--- src/rtl/rf_wb_arbiter_pkg.sv ---
// ============================================================================
// Module : rf_wb_arbiter_pkg
// Brief  : Processor-wide register file constants shared by the writeback path.
// Rev    : 1.0 - initial release
// ============================================================================
`default_nettype none

package rf_wb_arbiter_pkg;
  localparam int DATA_W = 16;
  localparam int REG_W  = 4;
  localparam int CNT_W  = 2;
  localparam logic [REG_W-1:0] REG_ZERO = '0;
endpackage

`default_nettype wire

--- src/rtl/rf_scoreboard.sv ---
// ============================================================================
// Module : rf_scoreboard
// Brief  : Per-register pending-write counters with issue gating, RAW busy
//          queries and a sticky underflow flag.
// Rev    : 1.0 - initial release
// ============================================================================
`default_nettype none

module rf_scoreboard #(
  parameter int REG_W = rf_wb_arbiter_pkg::REG_W,
  parameter int CNT_W = rf_wb_arbiter_pkg::CNT_W
) (
  input  logic             clk,
  input  logic             rst,
  input  logic             iss_valid,
  input  logic [REG_W-1:0] iss_reg,
  output logic             iss_ready,
  input  logic             commit_valid,
  input  logic [REG_W-1:0] commit_reg,
  input  logic [REG_W-1:0] src1_reg,
  input  logic [REG_W-1:0] src2_reg,
  output logic             src1_busy,
  output logic             src2_busy,
  output logic             err
);
  import rf_wb_arbiter_pkg::*;

  localparam int               NUM_REGS = 2**REG_W;
  localparam logic [CNT_W-1:0] CNT_MAX  = '1;
  localparam logic [REG_W-1:0] ZERO_REG = REG_W'(REG_ZERO);

  logic [CNT_W-1:0] cnt_q [NUM_REGS];
  logic [CNT_W-1:0] cnt_d [NUM_REGS];
  logic             err_q;
  logic             err_d;
  logic             commit;
  logic             iss_fire;
  logic [CNT_W-1:0] src1_left;
  logic [CNT_W-1:0] src2_left;

  always_comb begin
    commit    = commit_valid & (commit_reg != ZERO_REG);
    // A same-cycle commit frees a slot, so a saturated counter can still accept
    iss_ready = (iss_reg == ZERO_REG) | (cnt_q[iss_reg] != CNT_MAX) |
                (commit & (commit_reg == iss_reg));
    iss_fire  = iss_valid & iss_ready & (iss_reg != ZERO_REG);

    for (int r = 0; r < NUM_REGS; r++) begin
      cnt_d[r] = cnt_q[r];
      if (r == 0) begin
        cnt_d[r] = '0;
      end else begin
        if (iss_fire && (iss_reg == REG_W'(r)))
          cnt_d[r] = cnt_d[r] + 1'b1;
        if (commit && (commit_reg == REG_W'(r)) && (cnt_q[r] != '0))
          cnt_d[r] = cnt_d[r] - 1'b1;
      end
    end

    err_d = err_q | (commit & (cnt_q[commit_reg] == '0));

    // The committing write is forwarded by the register file, so it never stalls
    src1_left = cnt_q[src1_reg] - CNT_W'(commit & (commit_reg == src1_reg));
    src2_left = cnt_q[src2_reg] - CNT_W'(commit & (commit_reg == src2_reg));
    src1_busy = (src1_reg != ZERO_REG) & (src1_left != '0);
    src2_busy = (src2_reg != ZERO_REG) & (src2_left != '0);
  end

  always_ff @(posedge clk) begin
    if (rst) begin
      for (int r = 0; r < NUM_REGS; r++) cnt_q[r] <= '0;
      err_q <= 1'b0;
    end else begin
      for (int r = 0; r < NUM_REGS; r++) cnt_q[r] <= cnt_d[r];
      err_q <= err_d;
    end
  end

  assign err = err_q;

endmodule

`default_nettype wire

--- src/rtl/rf_wb_arbiter.sv ---
// ============================================================================
// Module : rf_wb_arbiter
// Brief  : Round-robin arbiter for the register file write port with a
//          registered write stage and a RAW hazard scoreboard.
// Rev    : 1.0 - initial release
// ============================================================================
`default_nettype none

module rf_wb_arbiter #(
  parameter int DATA_W = rf_wb_arbiter_pkg::DATA_W,
  parameter int REG_W  = rf_wb_arbiter_pkg::REG_W,
  parameter int CNT_W  = rf_wb_arbiter_pkg::CNT_W
) (
  input  logic              clk,
  input  logic              rst,
  input  logic              req0_valid,
  output logic              req0_ready,
  input  logic [REG_W-1:0]  req0_reg,
  input  logic [DATA_W-1:0] req0_data,
  input  logic              req1_valid,
  output logic              req1_ready,
  input  logic [REG_W-1:0]  req1_reg,
  input  logic [DATA_W-1:0] req1_data,
  input  logic              iss_valid,
  output logic              iss_ready,
  input  logic [REG_W-1:0]  iss_reg,
  input  logic [REG_W-1:0]  src1_reg,
  input  logic [REG_W-1:0]  src2_reg,
  output logic              src1_busy,
  output logic              src2_busy,
  output logic              wr_en,
  output logic [REG_W-1:0]  wr_reg,
  output logic [DATA_W-1:0] wr_data,
  output logic              err
);
  import rf_wb_arbiter_pkg::*;

  localparam logic [REG_W-1:0] ZERO_REG = REG_W'(REG_ZERO);

  logic              grant0;
  logic              grant1;
  logic              rr_ptr_q;
  logic              rr_ptr_d;
  logic              wr_en_q;
  logic              wr_en_d;
  logic [REG_W-1:0]  wr_reg_q;
  logic [REG_W-1:0]  wr_reg_d;
  logic [DATA_W-1:0] wr_data_q;
  logic [DATA_W-1:0] wr_data_d;

  always_comb begin
    grant0    = req0_valid & (~req1_valid | ~rr_ptr_q);
    grant1    = req1_valid & (~req0_valid |  rr_ptr_q);
    rr_ptr_d  = rr_ptr_q;
    wr_en_d   = 1'b0;
    wr_reg_d  = wr_reg_q;
    wr_data_d = wr_data_q;
    // R0 writes are absorbed: accepted, but never reach the register file
    if (grant0) begin
      rr_ptr_d  = 1'b1;
      wr_en_d   = (req0_reg != ZERO_REG);
      wr_reg_d  = req0_reg;
      wr_data_d = req0_data;
    end else if (grant1) begin
      rr_ptr_d  = 1'b0;
      wr_en_d   = (req1_reg != ZERO_REG);
      wr_reg_d  = req1_reg;
      wr_data_d = req1_data;
    end
  end

  always_ff @(posedge clk) begin
    if (rst) begin
      rr_ptr_q  <= 1'b0;
      wr_en_q   <= 1'b0;
      wr_reg_q  <= '0;
      wr_data_q <= '0;
    end else begin
      rr_ptr_q  <= rr_ptr_d;
      wr_en_q   <= wr_en_d;
      wr_reg_q  <= wr_reg_d;
      wr_data_q <= wr_data_d;
    end
  end

  assign req0_ready = grant0;
  assign req1_ready = grant1;
  assign wr_en      = wr_en_q;
  assign wr_reg     = wr_reg_q;
  assign wr_data    = wr_data_q;

  rf_scoreboard #(
    .REG_W (REG_W),
    .CNT_W (CNT_W)
  ) u_scoreboard (
    .clk          (clk),
    .rst          (rst),
    .iss_valid    (iss_valid),
    .iss_reg      (iss_reg),
    .iss_ready    (iss_ready),
    .commit_valid (wr_en_q),
    .commit_reg   (wr_reg_q),
    .src1_reg     (src1_reg),
    .src2_reg     (src2_reg),
    .src1_busy    (src1_busy),
    .src2_busy    (src2_busy),
    .err          (err)
  );

endmodule

`default_nettype wire
--- config.mk ---
export PLATFORM = sky130hd
export DESIGN_NAME = rf_wb_arbiter
export DESIGN_NICKNAME = d
export VERILOG_FILES = /design/src/rtl/rf_wb_arbiter_pkg.sv /design/src/rtl/rf_scoreboard.sv /design/src/rtl/rf_wb_arbiter.sv
export SDC_FILE = /design/constraint.sdc
export NUM_CORES = 1
export LEC_CHECK = 0
export ABC_AREA = 1
export CORE_MARGIN = 1
export CORE_UTILIZATION = 53
export DETAILED_ROUTE_END_ITERATION = 8
export PLACE_DENSITY = 0.9
export SYNTH_ARGS = -nofsm -noshare
export SYNTH_HDL_FRONTEND = slang
export SYNTH_SLANG_ARGS = --single-unit
--- constraint.sdc ---
create_clock -name clk -period 2.25 [get_ports clk]
set_input_delay 0.5625 -clock clk [delete_from_list [all_inputs] [get_ports clk]]
set_output_delay 0.5625 -clock clk [all_outputs]
set_load 0.02 [all_outputs]
==> metrics.md, run 1 <==
| Metric | Value |
|---|---|
| Status | `did not finish` |
| Failing step | `global routing (5_1_grt)` |
| Log Error | `[ERROR GRT-0232] Routing congestion too high. Check the congestion heatmap in the GUI.` |
| Top cells by area, synth | `dfxtp_1, nand2_1, inv_1` |
| Worst_ep grt | `src1_busy` |
| Total CTS buffers | `9` |
| Pin count of the biggest net entering global routing | `38` |
| CTS Sinks | `57` |
| Mean Syn Cell Area | `6.24 sq um` |
| FFs w/ async S/R, synth | `0%` |
| Yosys top cell by area | `dfxtp_1` |
| FP Rows | `33` |
| CTS Root Cell | `clkbuf_8` |
| Area share of the largest cell type after synthesis | `24.4%` |
| Synth Flop Type | `dfxtp_1` |
| Post-synthesis sequential area ratio | `24.4%` |
| HPWL after DPL | `14.1 mm` |
| Mapped cell area | `0.00468 sq mm` |
| Syn_nets | `821` |
| Netlist cell types | `42` |
| EDFF count, synth | `0` |
| Synth warn | `0` |
| Worst EP kind | `primary output` |
| Gate count of the mapped netlist | `749` |
| Total gr overflow | `57` |
| Max clock buf depth | `2` |
| Die H | `95.9 microns` |
| IO Count | `84` |
| DIE WIDTH | `95.9 microns` |
| CTS H-tree lvls | `3` |
| Initial core utilization | `55.8%` |
| Seq cells post-synth | `57` |
| Routability cong. | `1.21` |
| Port-buffer cells | `83` |
| Total global-route track usage | `74.1%` |
routing by layer:
layer  overflow  track usage (%)
met4         23             75.5
met5          0             16.7
met3          0             57.6
met1          1             73.6
met2         33             92.1
kinds of logic after synthesis:
| family | share of synthesized area [%] |
|---|---|
| and+or+nand+nor | 42.4 |
| AOI/OAI and AO/OA | 16.3 |
| buffers and inverters | 11.5 |
| DFF | 24.4 |
| adders and majority gates | 4.01 |
| xor gates and xnor gates | 1.31 |
metrics by stage:
step	worst slack (ns)	area, sq um	instances	hold WS, ns	util, %
floorplan	-0.0142	4680	749	0.490	-
global placement	-1.09	6410	1026	0.439	76.5
detailed placement	-1.15	6410	1026	0.457	76.5
CTS	-0.246	6950	1058	0.469	82.9
what timing repair did:
item / 4_1_cts
buffers inserted: 11
endpoints found under the hold margin: 0
setup endpoints to repair: 35
hold buffers: 0
pin swaps: 13
cloned: 5
resized for setup: 127
Yosys cell counts (10+ instances only):
cell type and count:
nand3_1 28, ha_1 15, a31oi_1 21, nand2_1 226
nand4_1 21, nand4_2 11, nor2_1 71, o21ai_0 34
dfxtp_1 57, inv_1 93, nand3_2 27, nor3_1 10
a21oi_1 50, clkbuf_1 16
==> inputs of run 2 (changes only) <==
- CORE_UTILIZATION: 53 -> 38
- PLACE_DENSITY: 0.9 -> unset
- PLACE_DENSITY_LB_ADDON: unset -> 0.15
==> metrics.md, run 2 <==
| Metric | Value |
|---|---|
| CTS H-tree lvls | `3 (unchanged)` |
| CTS tree | `yes` |
| Final hold vios | `0` |
| DRC viols | `0` |
| Area share of the largest cell type after synthesis | `24.4% (unchanged)` |
| Mapped cell area | `0.00468 sq mm (unchanged)` |
| Worst setup EP type | `output port` |
| DRT iter0 DRCs | `421` |
| M1 wire length | `7.70 mm` |
| Met3 wire length | `1.73 mm` |
| Crit Path Class | `input pin to output port` |
| Core Footprint | `0.0120 sq mm` |
| CP arrival | `1.77 ns` |
| Clk slew on worst S/H paths | `0.05 ns` |
| Final period utilization | `104%` |
| CP max FO | `5` |
| Initial antenna violation count | `0` |
| Most frequent cells in the layout | `nand2_1, buf_4, inv_1, nor2_1, clkdlybuf4s50_1` |
| Total CTS buffers | `9 (unchanged)` |
| Dpl ws | `-1.23 ns (was -1.15 ns)` |
| FFs w/ async S/R, synth | `0% (unchanged)` |
| HPWL after DPL | `14.0 mm (was 14.1 mm)` |
| EDFF count, synth | `0 (unchanged)` |
| Relative slew slack | `64.5%` |
| Setup violators final | `2` |
| Fmax | `428 MHz` |
| Met2 WL post-DR | `8.54 mm` |
| Synth Flop Type | `dfxtp_1 (unchanged)` |
| Slew Viols, Final | `0` |
| # diodes | `0` |
| FP Rows | `40 (was 33)` |
| CTS Root Cell | `clkbuf_16 (was clkbuf_8)` |
| Gate count of the mapped netlist | `749 (unchanged)` |
| Netlist cell types | `42 (unchanged)` |
| Routability cong. | `0.999 (was 1.21)` |
| Total global-route track usage | `29.3%` |
| RSZ-0062 raised after global routing | `true` |
| Share of layout cells above drive strength 1 | `28.5%` |
| Max clock buf depth | `2 (unchanged)` |
| Status | `complete, but fails checks (was did not finish)` |
| Setup_tns | `-0.112 ns` |
| CP required | `1.69 ns` |
| Vias per std cell | `5.45` |
| Seq cells post-synth | `57 (unchanged)` |
| IO Count | `84 (unchanged)` |
| Total gr overflow | `0` |
| Die Area | `0.0128 sq mm` |
| Clk_lat worst skew | `0.33 ns` |
| Post-synthesis sequential area ratio | `24.4% (unchanged)` |
| Die H | `113 microns (was 95.9 microns)` |
| Post-DR wirelength/cell | `17.0 microns` |
| Critical-path cell list | `buf_6 > inv_6 > buf_6 > o21ai_1 > o221ai_2 > o21ai_1 > o21ai_1 > or2_4 > nand3_2 > buf_6` |
| Largest register FFs | `30` |
| Final setup margin | `-0.0856 ns` |
| Synth warn | `0 (unchanged)` |
| Hold Slack | `0.471 ns` |
| Pin count of the biggest net entering global routing | `46` |
| Startpoint types | `input pin` |
| Post-route ant nets | `0` |
| Hold_buf cts | `0 (unchanged)` |
| Lkg Pwr | `3.26 nW` |
| Worst vdd ir | `0.000372 V` |
| Yosys top cell by area | `dfxtp_1 (unchanged)` |
| Fin crit period | `2.34 ns` |
| CP max stage delay | `0.26 ns` |
| Placed Cells | `1,067 (was 1,026)` |
| Commonest non-fill, non-tap cell in the layout | `nand2_1` |
| Drt pass-1 iters | `5` |
| Pwr dens | `491 mW/mm^2` |
| Post-Route WL | `18.8 mm` |
| Top cells by area, synth | `dfxtp_1, nand2_1, inv_1 (unchanged)` |
| Port-buffer cells | `83 (unchanged)` |
| CTS Sinks | `57 (unchanged)` |
| Vias | `6,023` |
| Highest Signal Layer | `met4` |
| Worst Max-Slew Pin Slew | `0.528 ns` |
| Slowest stage cell, crit path | `or2_4` |
| First-pass GRT wire length | `28.7 mm` |
| Final Power | `3.55 mW` |
| Vias in the first global route | `5,566` |
| Final Skew | `0.00805 ns` |
| Syn_nets | `821 (unchanged)` |
| Max-cap violations | `0` |
| Failing checks | `setup timing` |
| Nets | `1,027` |
| Mean Syn Cell Area | `6.24 sq um (unchanged)` |
| Most common cell in the synthesized netlist | `nand2_1 (unchanged)` |
| Synth cell count leaders | `nand2_1, inv_1, nor2_1 (unchanged)` |
| Fin cells | `1,105` |
| Initial core utilization | `38.9% (was 55.8%)` |
| Area Overhead vs Synth | `54.6%` |
| DIE WIDTH | `113 microns (was 95.9 microns)` |
| Min-delay worst type | `register to register` |
==> run 2: cell counts after synthesis <==
Identical to the previous run, type by type.
==> run 2: cell type report <==
cell class	instances	area (sq um)
fill	1123	4780
multi-input combinational	565	3120
timing repair buffer	222	2040
sequential	57	1160
inverter	99	394
clock buffer	11	253
tap	147	184
clock inverter	3	65.1
timing repair inverter	1	7.51
==> run 2: critical path: cells and delay by family <==
family          cells  cell delay, ns
buf+inv             4            0.40
simple gates        2            0.32
compound gates      4            0.48
==> run 2: logic make-up after synthesis <==
logic type	share of synthesized area, %
buffers and inverters	11.5
AND/OR/NAND/NOR	42.4
XOR/XNOR	1.31
AO/OA/AOI/OAI	16.3
flip-flops	24.4
adder cells (fa/ha/maj)	4.01
==> run 2: report_power, final <==
| group | internal (mW) | switching [mW] | total (mW) |
|---|---|---|---|
| clock network | 1.01 | 0.487 | 1.50 |
| logic | 0.440 | 0.494 | 0.933 |
| registers | 1.06 | 0.0474 | 1.11 |
==> run 2: layer usage <==
metal  GRT usage (%)  vias up
li1                -     2908
met1            37.1     2712
met2            48.2      338
met3            5.95       65
met4            13.2        0
met5               0        -
==> run 2: timing repair <==
| action | 4_1_cts | 5_1_grt |
|---|---|---|
| gates resized for setup | 106 | 72 |
| gates cloned | 3 | 1 |
| pin swaps | 9 | 29 |
| setup buffers | 8 | 12 |
| setup endpoints to repair | 35 | 32 |
==> run 2: per-stage QoR <==
stage                     util (%)  cell area [sq um]
after floorplan                  -               4680
after global placement        53.9               6470
after detailed placement      53.9               6470
after CTS                     58.0               6970
after global routing          60.2               7230
final                         60.2               7230
==> run 2: final timing paths <==
| check | startpoint | endpoint | slack, ns | cells after the start |
|---|---|---|---|---|
| max | src2_reg[0] | src2_busy | -0.09 | 10 |
| min | u_scoreboard.err$_SDFF_PP0_ | u_scoreboard.err$_SDFF_PP0_ | 0.47 | 2 |
| max reg2reg | wr_reg[2]$_SDFFE_PP0N_ | u_scoreboard.cnt_q[5][1]$_SDFF_PP0_ | 0.19 | 14 |
| min reg2reg | u_scoreboard.err$_SDFF_PP0_ | u_scoreboard.err$_SDFF_PP0_ | 0.47 | 2 |
(Power assumes the default switching activity.)
==> inputs of run 3 (changes only) <==
- TNS_END_PERCENT: unset -> 20
==> metrics.md, run 3 (synthesis results as in run 2) <==
| Metric | Value |
|---|---|
| RSZ-0062 raised after global routing | `true (unchanged)` |
| Share of total power in sequential cells | `31.5% (was 31.3%)` |
| Vias in the first global route | `5,566 (unchanged)` |
| Critical-path cell list | `buf_6 > inv_6 > buf_6 > o21ai_1 > o221ai_2 > o21ai_1 > o21ai_1 > or2_4 > nand3_2 > buf_6 (unchanged)` |
| Final Power | `3.53 mW (was 3.55 mW)` |
| Initial antenna violation count | `0 (unchanged)` |
| CTS H-tree lvls | `3 (unchanged)` |
| CP required | `1.69 ns (about the same)` |
| Most frequent cells in the layout | `nand2_1, buf_4, inv_1, nor2_1, clkdlybuf4s50_1 (unchanged)` |
| Reg2Reg Launch Point | `u_scoreboard.cnt_q[13][0]$_SDFF_PP0_ (was wr_reg[2]$_SDFFE_PP0N_)` |
| Slew Viols, Final | `0 (unchanged)` |
| Final Skew | `0.00688 ns (was 0.00805 ns)` |
| Critical path buffers and inverters | `4 (unchanged)` |
| DRC viols | `0 (unchanged)` |
| DP Area | `0.00647 sq mm (unchanged)` |
| Post-route ant nets | `0 (unchanged)` |
| Routability cong. | `0.999 (unchanged)` |
| Total global-route track usage | `29.3% (unchanged)` |
| Sw Pwr | `1.02 mW (was 1.03 mW)` |
| Commonest non-fill, non-tap cell in the layout | `nand2_1 (unchanged)` |
| First-pass GRT wire length | `28.7 mm (unchanged)` |
| # diodes | `0 (unchanged)` |
| CTS tree | `yes (unchanged)` |
| Flop-to-flop setup slack | `0.21 ns (was 0.19 ns)` |
| Final hold vios | `0 (unchanged)` |
| Max clock buf depth | `2 (unchanged)` |
| Slowest stage cell, crit path | `or2_4 (unchanged)` |
| Total CTS buffers | `9 (unchanged)` |
| HPWL after DPL | `14.0 mm (unchanged)` |
| Hold Slack | `0.470 ns (was 0.471 ns)` |
| Vias per std cell | `5.44 (was 5.45)` |
| Fin crit period | `2.33 ns (was 2.34 ns)` |
| Startpoint types | `input pin (unchanged)` |
| Min-delay worst type | `register to register (unchanged)` |
| Setup violators final | `3 (was 2)` |
| Clk slew on worst S/H paths | `0.05 ns (about the same)` |
| Fmax | `429 MHz (was 428 MHz)` |
| Worst Max-Slew Pin Slew | `0.511 ns (was 0.528 ns)` |
| Total gr overflow | `0 (unchanged)` |
| Vias | `5,982 (was 6,023)` |
| Grt met2 use | `48.2% (unchanged)` |
| Pwr dens | `492 mW/mm^2 (was 491 mW/mm^2)` |
| CP top delay family | `compound AO/OA/AOI/OAI gates (unchanged)` |
| Clock power share | `42.5% (was 42.4%)` |
| Post-DR wirelength/cell | `16.9 microns (was 17.0 microns)` |
| Die Area | `0.0128 sq mm (unchanged)` |
| Final period utilization | `104% (about the same)` |
| Switching Share | `28.9% (was 29.0%)` |
| Comb pwr share | `26.0% (was 26.3%)` |
| FP Rows | `40 (unchanged)` |
| Area Overhead vs Synth | `53.2% (was 54.6%)` |
| DIE WIDTH | `113 microns (unchanged)` |
| GR Layer Usage met3 | `5.95% (unchanged)` |
| Die H | `113 microns (unchanged)` |
| Pin count of the biggest net entering global routing | `46 (unchanged)` |
| Clk_lat worst skew | `0.33 ns (about the same)` |
| Failing checks | `setup timing (unchanged)` |
| CTS Root Cell | `clkbuf_16 (unchanged)` |
| Largest register FFs | `30 (unchanged)` |
| Critical R2R Capture | `u_scoreboard.cnt_q[11][1]$_SDFF_PP0_ (was u_scoreboard.cnt_q[5][1]$_SDFF_PP0_)` |
| Worst min-delay path startpoint | `u_scoreboard.err$_SDFF_PP0_ (unchanged)` |
| Core Footprint | `0.0120 sq mm (unchanged)` |
| Crit Path Class | `input pin to output port (unchanged)` |
| CP max stage delay | `0.26 ns (about the same)` |
| Port-buffer cells | `83 (unchanged)` |
| Placed Cells | `1,067 (unchanged)` |
| DRT iter0 DRCs | `437 (was 421)` |
| Final Cell Area | `0.00716 sq mm (was 0.00723 sq mm)` |
| Initial core utilization | `38.9% (unchanged)` |
| Lkg Pwr | `3.23 nW (was 3.26 nW)` |
| CP max FO | `5 (unchanged)` |
| Share of layout cells above drive strength 1 | `27.9% (was 28.5%)` |
| Hold Path End | `u_scoreboard.err$_SDFF_PP0_ (unchanged)` |
| Setup_tns | `-0.172 ns (was -0.112 ns)` |
| Fin cells | `1,100 (was 1,105)` |
| Worst vdd ir | `0.000369 V (was 0.000372 V)` |
| Worst setup EP type | `output port (unchanged)` |
| Relative slew slack | `65.6% (was 64.5%)` |
| Busiest grt layer | `met2 (unchanged)` |
| Internal power | `2.51 mW (was 2.52 mW)` |
| CP arrival | `1.77 ns (about the same)` |
| M1 GR Usage | `37.1% (unchanged)` |
| CTS Sinks | `57 (unchanged)` |
| Post-Route WL | `18.6 mm (was 18.8 mm)` |
| Status | `complete, but fails checks (unchanged)` |
| Final setup margin | `-0.0797 ns (was -0.0856 ns)` |
| WHS Path Cells | `2 (unchanged)` |
| Cell depth of the worst flop-to-flop path | `18 (was 14)` |
| IO Count | `84 (unchanged)` |
| Nets | `1,022 (was 1,027)` |
| Drt pass-1 iters | `7 (was 5)` |
| Max-cap violations | `0 (unchanged)` |
==> run 3: changes by cell type in the layout (fill, tap and decap cells not counted), sizes merged <==
| cell | previous run | this run |
|---|---|---|
| buf | 146 | 142 |
| clkbuf | 17 | 14 |
| clkdlybuf4s15 | 1 | 3 |
==> run 3: worst reg2reg max path, delay by kind of cell, from the launching register on <==
family / cells / cell delay, ns
AND/OR/NAND/NOR: 14 / 1.07
buffers and inverters: 4 / 0.58
flip-flops: 1 / 0.33
==> run 3: per-stage QoR <==
step / setup slack (ns) / util (%)
after floorplan: -0.0142 / -
final: -0.0797 / 59.6
after CTS: -0.186 / 58.0
after global placement: -1.17 / 53.9
after detailed placement: -1.23 / 53.9
after global routing: -0.178 / 59.6
==> run 3: worst max path at each step <==
stage	end	slack (ns)	from	cells after the start
floorplan	src1_busy	-0.01	src1_reg[0]	7
global placement	src2_busy	-1.17	src2_reg[0]	10
detailed placement	src2_busy	-1.23	src2_reg[0]	10
CTS	src2_busy	-0.19	src2_reg[1]	9
global route	src2_busy	-0.18	src2_reg[0]	10
finish	src2_busy	-0.08	src2_reg[0]	10
==> run 3: power groups by stage <==
stage                     clock network, mW  logic (mW)  registers (mW)
after floorplan                           0       0.355            1.15
after global placement                    0       0.825            1.13
after detailed placement                  0       0.832            1.13
after global routing                   1.57       0.985            1.11
final                                  1.50       0.918            1.11
after CTS                              1.51       0.873            1.11
==> run 3: what timing repair did <==
action,in CTS,in global routing
hold buffers,0,0
resized for setup,106,59
endpoints found under the setup margin,35,32
pin swaps,9,16
setup buffers,8,8
cloned,3,0
==> run 3: per-layer routing <==
metal  wire length (microns)  part of all wire, %
met1                    7850                   42
met2                    8380                   45
met3                    1550                  8.4
met4                     796                  4.3
met5                       0                    0
==> run 3: area by class of cell <==
cell class                 count  area, sq um
timing repair buffer         217         1980
fill                        1135         4850
sequential                    57         1160
timing repair inverter         1         7.51
clock buffer                  11          253
clock inverter                 3         65.1
inverter                      99          392
multi-input combinational    565         3130
tap                          147          184
==> inputs of run 4 (changes only) <==
- CORE_UTILIZATION: 38 -> 34
- CTS_CLUSTER_SIZE: unset -> 16
==> metrics.md, run 4 (synthesis results as in run 2) <==
| Metric | Value |
|---|---|
| CP arrival | `1.77 ns (about the same)` |
| # diodes | `0 (unchanged)` |
| Post-Route WL | `18.2 mm (was 18.6 mm)` |
| Crit Path Class | `input pin to output port (unchanged)` |
| Grt met2 use | `43.7% (was 48.2%)` |
| CTS Root Cell | `clkbuf_16 (unchanged)` |
| CTS Sinks | `57 (unchanged)` |
| Slowest stage cell, crit path | `a31o_2 (was or2_4)` |
| Slew Viols, Final | `0 (unchanged)` |
| CP required | `1.69 ns (about the same)` |
| Vias per std cell | `5.25 (was 5.44)` |
| Clock power share | `41.0% (was 42.5%)` |
| Failing checks | `setup timing (unchanged)` |
| Busiest grt layer | `met2 (unchanged)` |
| Switching Share | `30.8% (was 28.9%)` |
| Worst vdd ir | `0.000381 V (was 0.000369 V)` |
| HPWL after DPL | `14.0 mm (about the same)` |
| Die H | `119 microns (was 113 microns)` |
| Most frequent cells in the layout | `nand2_1, buf_4, inv_1, nor2_1, clkdlybuf4s50_1 (unchanged)` |
| GR Layer Usage met3 | `6.90% (was 5.95%)` |
| Core Footprint | `0.0133 sq mm (was 0.0120 sq mm)` |
| CTS tree | `yes (unchanged)` |
| CTS H-tree lvls | `3 (unchanged)` |
| Worst setup EP type | `output port (unchanged)` |
| Total CTS buffers | `9 (unchanged)` |
| CP max FO | `6 (was 5)` |
| Commonest non-fill, non-tap cell in the layout | `nand2_1 (unchanged)` |
| Final Skew | `0.00740 ns (was 0.00688 ns)` |
| Status | `complete, but fails checks (unchanged)` |
| Min-delay worst type | `register to register (unchanged)` |
| Setup violators final | `3 (unchanged)` |
| Hold_buf cts | `0 (unchanged)` |
| Final setup margin | `-0.0821 ns (was -0.0797 ns)` |
| Post-DR wirelength/cell | `16.3 microns (was 16.9 microns)` |
| Pwr dens | `482 mW/mm^2 (was 492 mW/mm^2)` |
| Setup_tns | `-0.142 ns (was -0.172 ns)` |
| Drt pass-1 iters | `7 (unchanged)` |
| Clk_lat worst skew | `0.35 ns (was 0.33 ns)` |
| Sw Pwr | `1.05 mW (was 1.02 mW)` |
| Post-route ant nets | `0 (unchanged)` |
| CP max stage delay | `0.25 ns (was 0.26 ns)` |
| Pin count of the biggest net entering global routing | `46 (unchanged)` |
| Relative slew slack | `49.3% (was 65.6%)` |
| IO Count | `84 (unchanged)` |
| Clk slew on worst S/H paths | `0.05 ns (about the same)` |
| Lkg Pwr | `3.16 nW (was 3.23 nW)` |
| Fmax | `429 MHz (about the same)` |
| Largest register FFs | `30 (unchanged)` |
| Initial core utilization | `35.0% (was 38.9%)` |
| Routability cong. | `0.991 (was 0.999)` |
| Hold Slack | `0.451 ns (was 0.470 ns)` |
| DRT iter0 DRCs | `398 (was 437)` |
| CP most frequent cell | `buf_6` |
| Comb pwr share | `26.5% (was 26.0%)` |
| FP Rows | `42 (was 40)` |
| Port-buffer cells | `83 (unchanged)` |
| Area Overhead vs Synth | `51.8% (was 53.2%)` |
| M1 GR Usage | `30.8% (was 37.1%)` |
| RSZ-0062 raised after global routing | `true (unchanged)` |
| Nets | `1,013 (was 1,022)` |
| DRC viols | `0 (unchanged)` |
| Max clock buf depth | `2 (unchanged)` |
| Critical-path cell list | `buf_8 > inv_8 > buf_6 > buf_4 > a21oi_2 > o21ai_0 > o221ai_1 > nand2_1 > a31o_2 > nand3_2 > buf_6 (was buf_6 > inv_6 > buf_6 > o21ai_1 > o221ai_2 > o21ai_1 > o21ai_1 > or2_4 > nand3_2 > buf_6)` |
| Worst Max-Slew Pin Slew | `0.760 ns (was 0.511 ns)` |
| Internal power | `2.37 mW (was 2.51 mW)` |
| Final hold vios | `0 (unchanged)` |
| Vias in the first global route | `5,601 (was 5,566)` |
| Initial antenna violation count | `0 (unchanged)` |
| First-pass GRT wire length | `28.4 mm (was 28.7 mm)` |
| Max-cap violations | `0 (unchanged)` |
| Final period utilization | `104% (about the same)` |
| Share of total power in sequential cells | `32.5% (was 31.5%)` |
| Total global-route track usage | `26.0% (was 29.3%)` |
| Startpoint types | `input pin (unchanged)` |
| DIE WIDTH | `119 microns (was 113 microns)` |
| Vias | `5,889 (was 5,982)` |
| Share of layout cells above drive strength 1 | `28.1% (was 27.9%)` |
| Fillers | `1,360 (was 1,135)` |
| Fin crit period | `2.33 ns (about the same)` |
| Die Area | `0.0142 sq mm (was 0.0128 sq mm)` |
| Total gr overflow | `0 (unchanged)` |
[run 4: cell types whose count changed in the layout (fill, tap and decap cells not counted), sizes merged]
cell,previous run,this run
buf,142,135
clkinv,2,4
bufinv,2,1
clkbuf,14,13
dlygate4sd2,3,2
[run 4: per-layer routing]
layer	wire length (microns)	vias to the layer above
li1	-	2881
met1	7550	2728
met2	8590	232
met3	1450	48
met4	647	0
met5	0	-
[run 4: final timing paths]
| check | endpoint | depth (start not counted) | startpoint | slack (ns) |
|---|---|---|---|---|
| max | src2_busy | 11 | src2_reg[0] | -0.08 |
| min | u_scoreboard.err$_SDFF_PP0_ | 2 | u_scoreboard.err$_SDFF_PP0_ | 0.45 |
| max reg2reg | u_scoreboard.cnt_q[10][1]$_SDFF_PP0_ | 13 | wr_reg[3]$_SDFFE_PP0N_ | 0.13 |
| min reg2reg | u_scoreboard.err$_SDFF_PP0_ | 2 | u_scoreboard.err$_SDFF_PP0_ | 0.45 |
[run 4: layout make-up]
| type | count | area [sq um] | share of cell area [%] |
|---|---|---|---|
| sequential | 57 | 1150 | 16.3 |
| tap | 176 | 220 | 3.10 |
| inverter | 99 | 389 | 5.48 |
| clock buffer | 10 | 239 | 3.37 |
| timing repair buffer | 209 | 1890 | 26.6 |
| clock inverter | 5 | 56.3 | 0.793 |
| multi-input combinational | 565 | 3150 | 44.4 |
[run 4: repair_timing]
item	4_1_cts	5_1_grt
gates resized for setup	127	44
buffers inserted	7	4
setup endpoints to repair	35	25
pin swaps	16	20
[run 4: critical path, delay by kind of cell]
family	cells	cell delay, ns
AO/OA/AOI/OAI	4	0.55
buffers and inverters	5	0.50
AND/OR/NAND/NOR	2	0.15
[run 4: stage by stage]
step	power, mW	cells	utilization (%)	cell area (sq um)	setup slack (ns)
finish	3.42	1121	53.2	7100	-0.0821
floorplan	1.51	749	-	4680	-0.0142
detailed placement	1.97	1095	48.6	6490	-1.18
global placement	1.96	1095	48.6	6490	-1.14
CTS	3.43	1117	52.3	6980	-0.139
global route	3.58	1121	53.2	7100	-0.153
[run 4: power groups by stage]
stage / logic, mW / registers, mW / clock network, mW
2_1_floorplan: 0.355 / 1.15 / 0
3_3_place_gp: 0.833 / 1.13 / 0
3_5_place_dp: 0.841 / 1.13 / 0
4_1_cts: 0.884 / 1.11 / 1.44
5_1_grt: 0.978 / 1.12 / 1.48
6_report: 0.906 / 1.11 / 1.40
